==> config.mk <==
export PLATFORM = sky130hd
export DESIGN_NAME = gpio_control_bank
export DESIGN_NICKNAME = d
export VERILOG_FILES = /design/src/rtl/gpio_control_bank.sv
export SDC_FILE = /design/constraint.sdc
export NUM_CORES = 1
export LEC_CHECK = 0
export ABC_AREA = 0
export CORE_MARGIN = 2
export CORE_UTILIZATION = 44
export CTS_CLUSTER_SIZE = 8
export DETAILED_ROUTE_END_ITERATION = 8
export PLACE_DENSITY = 0.74
export REMOVE_ABC_BUFFERS = 1
export SYNTH_ARGS = -nofsm -noshare
export SYNTH_HDL_FRONTEND = slang
export SYNTH_SLANG_ARGS = --single-unit
==> constraint.sdc <==
create_clock -name wb_clk_i -period 2.02 [get_ports wb_clk_i]
set_input_delay 0.404 -clock wb_clk_i [delete_from_list [all_inputs] [get_ports wb_clk_i]]
set_output_delay 0.404 -clock wb_clk_i [all_outputs]
set_load 0.005 [all_outputs]
==> src/rtl/gpio_control_bank.sv <==
// Bank of GPIO pad channels: serial config chain, pad control muxing, input sync
// and edge interrupts.
// Ports: wb_clk_i/wb_rst_i clock and sync reset; gpio_defaults reset config;
//   serial_* chain shift/load/capture and output; mgmt_gpio_*/user_gpio_* drive
//   sources and pad readback; pad_gpio_* pad controls and pad input;
//   irq_* edge enables, write-1 clear, pending flags and combined irq.
module gpio_control_bank #(
  parameter int NUM_CH        = 4,
  parameter int PAD_CTRL_BITS = 13,
  parameter int SYNC_STAGES   = 2
) (
  input  logic                            wb_clk_i,
  input  logic                            wb_rst_i,
  input  logic [NUM_CH*PAD_CTRL_BITS-1:0] gpio_defaults,
  input  logic                            serial_data_in,
  input  logic                            serial_shift,
  input  logic                            serial_load,
  input  logic                            serial_capture,
  output logic                            serial_data_out,
  input  logic                            user_power_good,
  input  logic [NUM_CH-1:0]               mgmt_gpio_out,
  input  logic [NUM_CH-1:0]               mgmt_gpio_oeb,
  output logic [NUM_CH-1:0]               mgmt_gpio_in,
  input  logic [NUM_CH-1:0]               user_gpio_out,
  input  logic [NUM_CH-1:0]               user_gpio_oeb,
  output logic [NUM_CH-1:0]               user_gpio_in,
  output logic [NUM_CH-1:0]               pad_gpio_holdover,
  output logic [NUM_CH-1:0]               pad_gpio_slow_sel,
  output logic [NUM_CH-1:0]               pad_gpio_vtrip_sel,
  output logic [NUM_CH-1:0]               pad_gpio_inenb,
  output logic [NUM_CH-1:0]               pad_gpio_ib_mode_sel,
  output logic [NUM_CH-1:0]               pad_gpio_ana_en,
  output logic [NUM_CH-1:0]               pad_gpio_ana_sel,
  output logic [NUM_CH-1:0]               pad_gpio_ana_pol,
  output logic [NUM_CH-1:0]               pad_gpio_outenb,
  output logic [NUM_CH-1:0]               pad_gpio_out,
  output logic [3*NUM_CH-1:0]             pad_gpio_dm,
  input  logic [NUM_CH-1:0]               pad_gpio_in,
  input  logic [NUM_CH-1:0]               irq_rise_en,
  input  logic [NUM_CH-1:0]               irq_fall_en,
  input  logic [NUM_CH-1:0]               irq_clear,
  output logic [NUM_CH-1:0]               irq_pending,
  output logic                            irq
);

  localparam int W  = NUM_CH * PAD_CTRL_BITS;
  localparam int BW = $clog2(SYNC_STAGES + 2);

  logic [W-1:0] chain_q, chain_d;
  logic [W-1:0] cfg_q, cfg_d;
  logic [SYNC_STAGES-1:0][NUM_CH-1:0] sync_q, sync_d;
  logic [NUM_CH-1:0] prev_q, prev_d;
  logic [NUM_CH-1:0] pend_q, pend_d;
  logic [BW-1:0] blank_q, blank_d;
  logic [NUM_CH-1:0] sync_s, rise, fall, hit;

  assign sync_s = sync_q[SYNC_STAGES-1];

  always_comb begin
    chain_d = chain_q;
    cfg_d   = cfg_q;
    // Load samples the pre-edge chain, so load+capture swaps and
    // load+shift loads the unshifted chain.
    if (serial_load) cfg_d = chain_q;
    if (serial_capture) begin
      chain_d = cfg_q;
    end else if (serial_shift) begin
      chain_d = {chain_q[W-2:0], serial_data_in};
    end
    sync_d[0] = pad_gpio_in;
    for (int k = 1; k < SYNC_STAGES; k++) begin
      sync_d[k] = sync_q[k-1];
    end
    prev_d = sync_s;
    rise = sync_s & ~prev_q & irq_rise_en;
    fall = ~sync_s & prev_q & irq_fall_en;
    // Ignore edges while the synchronizer refills after reset.
    hit = (blank_q == '0) ? (rise | fall) : '0;
    // Set wins over a same-cycle clear.
    pend_d = (pend_q & ~irq_clear) | hit;
    blank_d = (blank_q == '0) ? '0 : blank_q - BW'(1);
  end

  always_ff @(posedge wb_clk_i) begin
    if (wb_rst_i) begin
      chain_q <= '0;
      cfg_q   <= gpio_defaults;
      sync_q  <= '0;
      prev_q  <= '0;
      pend_q  <= '0;
      blank_q <= BW'(SYNC_STAGES + 1);
    end else begin
      chain_q <= chain_d;
      cfg_q   <= cfg_d;
      sync_q  <= sync_d;
      prev_q  <= prev_d;
      pend_q  <= pend_d;
      blank_q <= blank_d;
    end
  end

  assign serial_data_out = chain_q[W-1];
  assign irq_pending     = pend_q;
  assign irq             = |pend_q;
  assign mgmt_gpio_in    = pad_gpio_in;
  assign user_gpio_in    = pad_gpio_in & {NUM_CH{user_power_good}};

  for (genvar c = 0; c < NUM_CH; c++) begin : g_ch
    logic [PAD_CTRL_BITS-1:0] cf;
    logic mgmt_en;
    assign cf      = cfg_q[c*PAD_CTRL_BITS +: PAD_CTRL_BITS];
    assign mgmt_en = cf[0];

    assign pad_gpio_holdover[c]    = cf[2];
    assign pad_gpio_inenb[c]       = cf[3];
    assign pad_gpio_ib_mode_sel[c] = cf[4];
    assign pad_gpio_ana_en[c]      = cf[5];
    assign pad_gpio_ana_sel[c]     = cf[6];
    assign pad_gpio_ana_pol[c]     = cf[7];
    assign pad_gpio_slow_sel[c]    = cf[8];
    assign pad_gpio_vtrip_sel[c]   = cf[9];
    assign pad_gpio_dm[3*c +: 3]   = cf[12:10];

    assign pad_gpio_outenb[c] = mgmt_en
                              ? (mgmt_gpio_oeb[c] ? cf[1] : 1'b0)
                              : user_gpio_oeb[c];

    // With mgmt output disabled and DM[2:1]=01 the pad acts as a
    // weak pull whose direction comes from ~DM[0].
    always_comb begin
      pad_gpio_out[c] = user_gpio_out[c];
      if (mgmt_en) begin
        if (mgmt_gpio_oeb[c] && cf[12:11] == 2'b01) begin
          pad_gpio_out[c] = ~cf[10];
        end else begin
          pad_gpio_out[c] = mgmt_gpio_out[c];
        end
      end
    end
  end

endmodule
# Yosys cells after proc, flatten, opt, wreduce, memory -nomap -nowiden
# Cells that the tools add are included.
[totals]
reg_bits = 122
in_bits = 91
out_inout_bits = 66
elab_cells = 57
[classes]
add_sub_neg = 1
eq_ne = 4
muxes = 22
n_bitwise = 15
reduce_logical = 8
[ops]
columns = ["cell", "count"]
rows = [
  ["52-bit two-way mux", 4],
  ["4-bit bitwise AND", 6],
  ["1-bit two-way mux", 16],
  ["4-bit inverter", 3],
  ["2-bit by 1-bit equality test with 1-bit output (second input constant)", 4],
  ["4-bit OR", 2],
  ["1-bit logical AND", 4],
  ["4-bit two-way mux", 1],
  ["1-bit inverter", 4],
  ["2-bit nonzero test", 2],
  ["4-bit OR reduction", 1],
  ["2-bit zero test", 1],
  ["2-bit two-way mux", 1],
  ["2-bit by 1-bit subtractor with 2-bit output (second input constant)", 1],
]

# Depth between registers and ports, before layout
[depth]
ltp_word = 6
depth_mapped = 5
depth_no_buf = 3

# Least setup slack after synthesis
# Ideal clock, no wire load.
[synth_timing]
path_kind = "in2reg"
startpoint = "input wb_rst_i"
endpoint = "register cfg_q[0] (enable)"
setup_ns = 0.387
arrival_ns = 1.563
t_required_ns = 1.633
path_slack_ns = 0.071
cell_stages = 4
path_buffers = 3
cell_sequence = "buf_2 > buf_6 > buf_2 > or2_2"
[synth_between]
elab_chain_len = 1
[synth_rtl]
columns = ["element", "line_no", "rtl"]
rows = [
  ["start, declared", "13", "input logic wb_rst_i,"],
  ["2-bit nonzero test (no line)", "-", ""],
  ["end signal, assigned", "87", "cfg_q <= gpio_defaults;"],
  ["end signal, assigned", "94", "cfg_q <= cfg_d;"],
  ["end, declared", "50", "logic [W-1:0] cfg_q, cfg_d;"],
]
# No other way between the ends.
# A chain may end at the register's enable or synchronous reset.

# Worst setup path in the final report
[layout_timing]
startpoint = "input pad_gpio_in[1]"
endpoint = "output user_gpio_in[1]"
[layout_between]
elab_chain_len = 1
[layout_rtl]
columns = ["element", "line_no", "rtl"]
rows = [
  ["start, declared", "38", "input logic [NUM_CH-1:0] pad_gpio_in,"],
  ["4-bit bitwise AND", "106", "assign user_gpio_in = pad_gpio_in & {NUM_CH{user_power_good}};"],
  ["end, declared", "26", "output logic [NUM_CH-1:0] user_gpio_in,"],
]
# No other way between the ends.

==> metrics <==
Clock Sinks=between 100 and 150; crit end category=output port; Clock Path Buffers=2; worst hold endpoint=chain_q[38]; I/O pin count=~160; GRT met2 Usage=29.3%; most frequent cells in the layout=clkdlybuf4s50_1, dfxtp_1, nor2_1; Leakage Power=3.36 nW; GP Congestion=between 0.7 and 0.8; Filler cells=1113; Clock Latency Late Sink=roughly 0.41 ns; max cap viols=0; Worst EP required=~1.6 ns; Hold Path Origin=wb_rst_i; commonest non-fill, non-tap cell in the layout=clkdlybuf4s50_1; met3 Usage GRT=around 4.7%; gr busiest metal=met2; TritonRoute pass-1 iters=4; GR Util All Layers=between 15 and 20%; PD cells=849 nW/µm²; cell taking the most area after synthesis=edfxtp_1; via count=about 3900; routed len/inst=around 16 µm; Final Max Slew Viols=0; CORE AREA=roughly 13000 µm²; count of final setup violators=0; sequential element share of the synthesized area=around half; Synth Warn #=0; CP Launch Type=primary input; met1 usage=20.9%; CTS Root Cell=clkbuf_16; Port Buffers=about 160; CP Class=in -> out; Worst R2R End=irq_pending[2]; Area Growth Syn to Fin=32.4%; Distinct cells, synth=25; Worst Path Max Fanout=3; ant diodes=0; launch point of the worst reg-to-reg path=blank_q[1]; crit share post-route=98.7%; first-pass GRT wire length=~20000 µm; Hold Crit Class=in -> reg; final WL=about 13000 µm; Final min period=1.99 ns; RSZ-0062 raised after global routing=true; clk_skew=0.00474 ns; status=finished clean; DRC=0; Die ar.=14700 µm²; vias per cell=roughly 4.9; final core utilization=between 50% and 60%; die height=121 µm; Iteration-0 DRC Markers=around 160; post-synthesis register bit count=around 120; H-Tree Depth=4; Hold Path Cell Cnt=2; reg2reg setup slack=between 1 and 1.5 ns; worst hold slack=just under 0.4 ns; layout cells sized above 1=a little over a quarter; FMAX=0.502 GHz; Slew @ Worst Pin=about 0.42 ns; DP Wirelength=8550 µm; row count=42; Slew HR=72.3%; Synth Cell Area=6040 µm²; Final #Nets=687; Initial Util=45.2%; Synth Instances=about 480; largest net degree at the start of global routing=53; TritonCTS buffer count=17; Critical Path AT=between 1.5 and 2 ns; share of the synthesized area in the top cell type=about 26%; initial antenna violation count=0; vias in the first global route=3962; Mean Syn Cell Area=~13 µm²; VDD IR max=0.438 mV; Synth area leaders=edfxtp_1, dfxtp_1, mux2_4; Overflow after GRT=0; Final Hold Fails=0; antenna-violating nets left=0; CTS tree=yes; FF-to-FF path depth=2; clock-pin slew on the worst setup and hold paths=roughly 0.05 ns; Die X=between 100 and 150 µm
synth_stat cells:
| cell | n |
|---|---|
| a21o_1 | 2 |
| a31oi_1 | 4 |
| and2_1 | 4 |
| buf_12 | 5 |
| buf_2 | 8 |
| buf_4 | 53 |
| buf_6 | 2 |
| clkbuf_1 | 6 |
| dfxtp_1 | 70 |
| edfxtp_1 | 52 |
| inv_1 | 9 |
| mux2_2 | 54 |
| mux2_4 | 50 |
| mux2i_1 | 52 |
| nand2_1 | 8 |
| nand3_1 | 4 |
| nand3b_1 | 4 |
| nand4_1 | 1 |
| nor2_1 | 56 |
| nor2b_1 | 12 |
| o21a_1 | 4 |
| o21ai_0 | 8 |
| o32ai_1 | 4 |
| or2_2 | 1 |
| or3_1 | 5 |
per-layer routing:
layer / share of wire, % / routed length [µm] / vias to the layer above
met1: 44 / 5480 / 1858
met4: 1.6 / 205 / 0
li1: - / - / 1881
met2: 50 / 6210 / 101
met5: 0 / 0 / -
met3: 4.9 / 610 / 16
state kept, by name (all words and copies together) (netlist names):
name         cells
blank_q          2
cfg_q           52
chain_q         52
irq_pending      4
prev_d           4
prev_q           4
sync_d           4
timing repair:
| action | 4_1_cts | 5_1_grt |
|---|---|---|
| pin swaps | 4 | 6 |
| endpoints found under the hold margin | 0 | 0 |
| endpoints found under the setup margin | 6 | 3 |
| buffers inserted | 0 | 3 |
| hold buffers | 0 | 0 |
| gates resized for setup | 16 | 4 |
stage by stage:
stage	setup slack, ns	power, mW	area (µm²)	instances	setup TNS, ns
after floorplan	0.544	3.33	5460	404	0
after global placement	-0.303	3.93	7410	750	-1.21
after detailed placement	-0.363	3.97	7410	750	-1.48
after global routing	-0.0230	7.05	7990	785	-0.0230
final	0.0264	6.78	7990	785	0
after CTS	0.0106	6.87	7960	782	0
final cells by class:
class,instances,area (µm²),area share (%)
clock inverters,10,57.6,0.720
flip-flops and latches,122,2960,37.1
multi-input cells,273,2460,30.8
inverters,9,33.8,0.423
repair buffers,173,1740,21.8
well taps,176,220,2.76
clock buffers,22,518,6.48
cell families after synthesis:
logic type,count (synthesis),share of synthesized area [%]
AO/OA/AOI/OAI,22,2.40
multiplexers,156,31.1
buffers and inverters,83,10.2
flip-flops,122,49.1
AND/OR/NAND/NOR,95,7.19
how the worst max path moves through the flow:
stage / start / end / depth (start not counted)
finish: pad_gpio_in[1] / user_gpio_in[1] / 3
floorplan: serial_load / cfg_q[0] / 1
CTS: cfg_q[39] / pad_gpio_outenb[3] / 2
global route: cfg_q[11] / pad_gpio_out[0] / 4
global placement: mgmt_gpio_oeb[3] / pad_gpio_out[3] / 5
detailed placement: mgmt_gpio_oeb[3] / pad_gpio_out[3] / 5
report_power, final:
part / switching [mW] / total [mW] / leakage [nW] / internal (mW)
sequential: 0.133 / 2.92 / 1.13 / 2.79
combinational: 0.327 / 0.980 / 1.93 / 0.653
clock: 1.07 / 2.88 / 0.296 / 1.81
total: 1.53 / 6.78 / 3.36 / 5.25
worst max-delay path: stages:
cell and delay (ns):
clkdlybuf4s50_1 0.51, and2_1 0.15, clkdlybuf4s50_1 0.52
Power figures use the tool's default switching activity.
